<file path="src/rtl/imm_ext_arbiter.sv">
// Round-robin arbiter in front of a shared immediate-extension datapath.
// Two requesters (0: ALU operand, 1: branch/jump target) compete for one
// extender; the result sits in a one-entry output register with valid/ready.
module imm_ext_arbiter (
    input  logic        clk,
    input  logic        reset,
    input  logic [1:0]  req_valid,
    output logic [1:0]  req_ready,
    input  logic [15:0] req_imm0,
    input  logic [1:0]  req_mode0,
    input  logic [15:0] req_imm1,
    input  logic [1:0]  req_mode1,
    output logic        out_valid,
    input  logic        out_ready,
    output logic [31:0] out_data,
    output logic        out_id
);

    typedef enum logic [1:0] {
        ModeSign   = 2'b00,
        ModeZero   = 2'b01,
        ModeUpper  = 2'b10,
        ModeBranch = 2'b11
    } ext_mode_e;

    logic        out_valid_q;
    logic [31:0] out_data_q;
    logic        out_id_q;
    logic        last_grant_q;

    logic [1:0]  grant;
    logic        grant_idx;
    logic        can_accept;
    logic        accept;
    logic [15:0] sel_imm;
    logic [1:0]  sel_mode;
    logic [31:0] ext_data;

    // Arbitration: a lone requester wins; on a tie the one not granted last time wins.
    always_comb begin
        grant = 2'b00;
        unique case (req_valid)
            2'b01:   grant = 2'b01;
            2'b10:   grant = 2'b10;
            2'b11:   grant = last_grant_q ? 2'b01 : 2'b10;
            default: grant = 2'b00;
        endcase
    end

    assign grant_idx  = grant[1];
    // The output slot is free if empty or being drained this cycle.
    assign can_accept = !out_valid_q || out_ready;
    assign req_ready  = grant & {2{can_accept}};
    assign accept     = |req_ready;

    assign sel_imm  = grant_idx ? req_imm1  : req_imm0;
    assign sel_mode = grant_idx ? req_mode1 : req_mode0;

    // Extend the granted immediate according to its mode.
    always_comb begin
        ext_data = 32'h0;
        unique case (ext_mode_e'(sel_mode))
            ModeSign:   ext_data = {{16{sel_imm[15]}}, sel_imm};
            ModeZero:   ext_data = {16'h0, sel_imm};
            ModeUpper:  ext_data = {sel_imm, 16'h0};
            ModeBranch: ext_data = {{14{sel_imm[15]}}, sel_imm, 2'b00};
            default:    ext_data = 32'h0;
        endcase
    end

    // Output register and round-robin pointer; pointer moves only on an accept.
    always_ff @(posedge clk) begin
        if (reset) begin
            out_valid_q  <= 1'b0;
            out_data_q   <= 32'h0;
            out_id_q     <= 1'b0;
            last_grant_q <= 1'b1;
        end else if (accept) begin
            out_valid_q  <= 1'b1;
            out_data_q   <= ext_data;
            out_id_q     <= grant_idx;
            last_grant_q <= grant_idx;
        end else if (out_ready) begin
            // Drain without refill; data and id keep their last values.
            out_valid_q  <= 1'b0;
        end
    end

    assign out_valid = out_valid_q;
    assign out_data  = out_data_q;
    assign out_id    = out_id_q;

endmodule

</file>
<file path="config.mk">
export PLATFORM = sky130hd
export DESIGN_NAME = imm_ext_arbiter
export DESIGN_NICKNAME = d
export VERILOG_FILES = /design/src/rtl/imm_ext_arbiter.sv
export SDC_FILE = /design/constraint.sdc
export NUM_CORES = 1
export LEC_CHECK = 0
export ABC_CLOCK_PERIOD_IN_PS = 1900
export CAP_MARGIN = 10
export CORE_UTILIZATION = 45
export DETAILED_ROUTE_END_ITERATION = 8
export DONT_BUFFER_PORTS = 1
export MAX_ROUTING_LAYER = met4
export PLACE_DENSITY = 0.69
export SYNTH_ARGS = -nofsm -noshare
export SYNTH_HDL_FRONTEND = slang
export SYNTH_SLANG_ARGS = --single-unit
</file>
<file path="constraint.sdc">
create_clock -name clk -period 1.9 [get_ports clk]
set_clock_uncertainty 0.1 [all_clocks]
set_input_delay 0.38 -clock clk [delete_from_list [all_inputs] [get_ports clk]]
set_output_delay 0.38 -clock clk [all_outputs]
set_load 0.01 [all_outputs]
</file>
==> reports/results.txt <==
Status - completed
Power per Cell Area - 791.5 mW/mm^2
CTS Hold Buffers Added - 0
Vias in the first global route - 1788
CP cell instances - a21boi_4 > buf_12 > nand2_1 > inv_1
Seq/Total Area, Yosys - 32.30%
Critical Path AT - 1.31 ns
RSZ-0062 raised after global routing - false
Worst Min Path Start - reset
DR pass1 iterations - 4
Final ANT Viol Nets - 0
Final core area utilization - 51.14%
Distinct cell type count after synthesis - 34
Most area-hungry cell type in the Yosys netlist - dfxtp_1
Number of synthesized register bits - 35
CTS root buf - clkbuf_8
CTS tree - yes
Die width - 71.44 um
H-tree levels - 2
Initial antenna violation count - 0
GRT Util Overall - 25.08%
Post-CTS setup buffers - 0
GR Overflow Total - 0
Most frequent cells in the layout - dfxtp_1 (35), nand3b_1 (33), nor2_1 (22)
Initial Util - 48.17%
Area grow syn2layout - 6.171%
First-pass GRT wire length - 9701 um
Most common library cell in the layout ignoring fill and taps - dfxtp_1
Slew Viols, Final - 0
CP Max Fanout - 39
Critical Path Sink Type - primary output
Layout cell share with drive strength beyond 1 - 12.24%
Largest net degree at the start of global routing - 40
Design Area, Final - 0.002303 mm^2
Number of I/O port buffers - 0
Slowest stage delay, CP - 0.37 ns
Worst VDD drop - 325.2 uV
Antenna fix cells - 0
Die H - 71.44 um
GPL Wtd Cong - 0.8344
Avg Cell Area, Syn - 8.575 um^2
Via/cell ratio - 6.492
Period minus WS final - 1.788 ns
Clk slew on worst S/H paths - 0.07 ns
Final hold slack - 0.05523 ns
Post-Syn Area - 0.002170 mm^2
Initial drt markers - 197
Dpl cell area - 0.002216 mm^2
Worst relative slew slack - 48.50%
Leakage - 0.8127 nW
DRC Markers - 0
Warnings from Yosys - 0
Gate Count Post-Synth - 253
Final WS setup - 0.1119 ns
Drt total wl - 6013 um
Tightest Pin Transition - 0.7696 ns
Max Clock Freq - 559.3 MHz
Clock Latency Late Sink - 0.29 ns
Final hold violations - 0
Hold endpoint - out_valid
Nets@finish - 286
Wire length per cell - 20.25 um
Area contributors post-synth - dfxtp_1 (32%), nand3b_1 (11%), mux2i_1 (7.4%)
TNS Setup - 0 ns
Hold Path Cell Cnt - 1
Core Area - 0.004504 mm^2
DPL Wire Length - 4191 um
Max Cap Violations - 0
CP max stage cell - dfxtp_1
Clock buffer count from CTS - 5
Req. time, crit path - 1.42 ns
# resized after CTS - 0
Clock sink total - 35
Post-synth top area share - 32.30%
Tcrit/Tclk final - 94.11%
Pre-CTS WS - 0.1455 ns
Startpoint Class - flip-flop
R2R Setup Slk - 0.17 ns
Core Rows - 24
Syn_nets - 294
Die area - 0.005103 mm^2
RR Endpoint - out_data[28]
Hold Crit Class - in2reg
Crit Path Class - reg2out
DR vias - 1928
Setup violators final - 0
Worst r2r path cells - 4
CTS max path bufs - 2
RR Startpoint - out_valid
I/O Pins - 77
CP Launch Point - last_grant_q
## cell type report
| class | instances | area (um^2) |
|---|---|---|
| Timing Repair Buffer | 9 | 80.08 |
| Inverter | 1 | 3.754 |
| Clock buffer | 6 | 82.58 |
| Sequential cell | 35 | 700.7 |
| Fill cell | 426 | 2201 |
| Tap cell | 52 | 65.06 |
| Clock inverter | 1 | 5.005 |
| Multi-Input combinational cell | 193 | 1366 |
## layer usage
layer | GRT usage [%] | wire length (um) | up-vias
met4 | 8.000 | 95 | 0
li1 | - | - | 926
met2 | 32.17 | 2519 | 82
met3 | 10.27 | 654 | 11
met5 | - | 0 | -
met1 | 35.17 | 2744 | 909
## cells by family (layout without fill, tap and decap cells)
family / after synthesis / after routing / synth area share [%]
buf+inv: 25 / 17 / 5.248
flops: 35 / 35 / 32.30
simple gates: 119 / 119 / 32.70
mux: 17 / 17 / 8.073
compound gates: 57 / 57 / 21.68
## critical path, delay by kind of cell (launching register included)
family                 cells  cell delay (ns)
flip-flops                 1             0.37
AND/OR/NAND/NOR            1             0.12
AO/OA/AOI/OAI              1             0.17
buffers and inverters      2             0.35
## state kept, by name (all words and copies together) (netlist names)
| name | cells |
|---|---|
| out_data | 32 |
| out_id | 1 |
| last_grant_q | 1 |
| out_valid | 1 |
## where the power goes
group	switching, mW	internal [mW]
registers	0.0879	0.808
clock network	0.290	0.285
logic	0.181	0.171
## through the flow
stage | std cells | total power, mW
3_5_place_dp | 290 | 1.264
2_1_floorplan | 253 | 1.204
3_3_place_gp | 290 | 1.262
4_1_cts | 297 | 1.825
5_1_grt | 297 | 1.904
6_report | 297 | 1.823
## worst max path at each step
stage	endpoint	slack (ns)	cells after the start
CTS	req_ready[1]	0.1	4
global placement	out_data[29]	0.15	5
global route	req_ready[0]	0.01	3
detailed placement	out_data[28]	0.15	4
finish	req_ready[1]	0.11	4
floorplan	req_ready[1]	0.22	5
## Yosys cell counts, drive strengths merged
cell / number
nand4: 1
nor2b: 2
dfxtp: 35
a21oi: 16
a21bo: 1
mux2i: 16
nand3b: 33
a21boi: 1
a221o: 11
nand2b: 15
or2: 1
a31oi: 1
nand4b: 1
a211o: 1
buf: 12
nor4: 2
a311oi: 5
o21ai: 4
o211a: 1
nand2: 17
nand3: 9
nor2: 22
a2111oi: 1
nor3: 16
o2111a: 14
o21a: 1
inv: 1
clkbuf: 12
mux2: 1
Power figures use the tool's default switching activity.
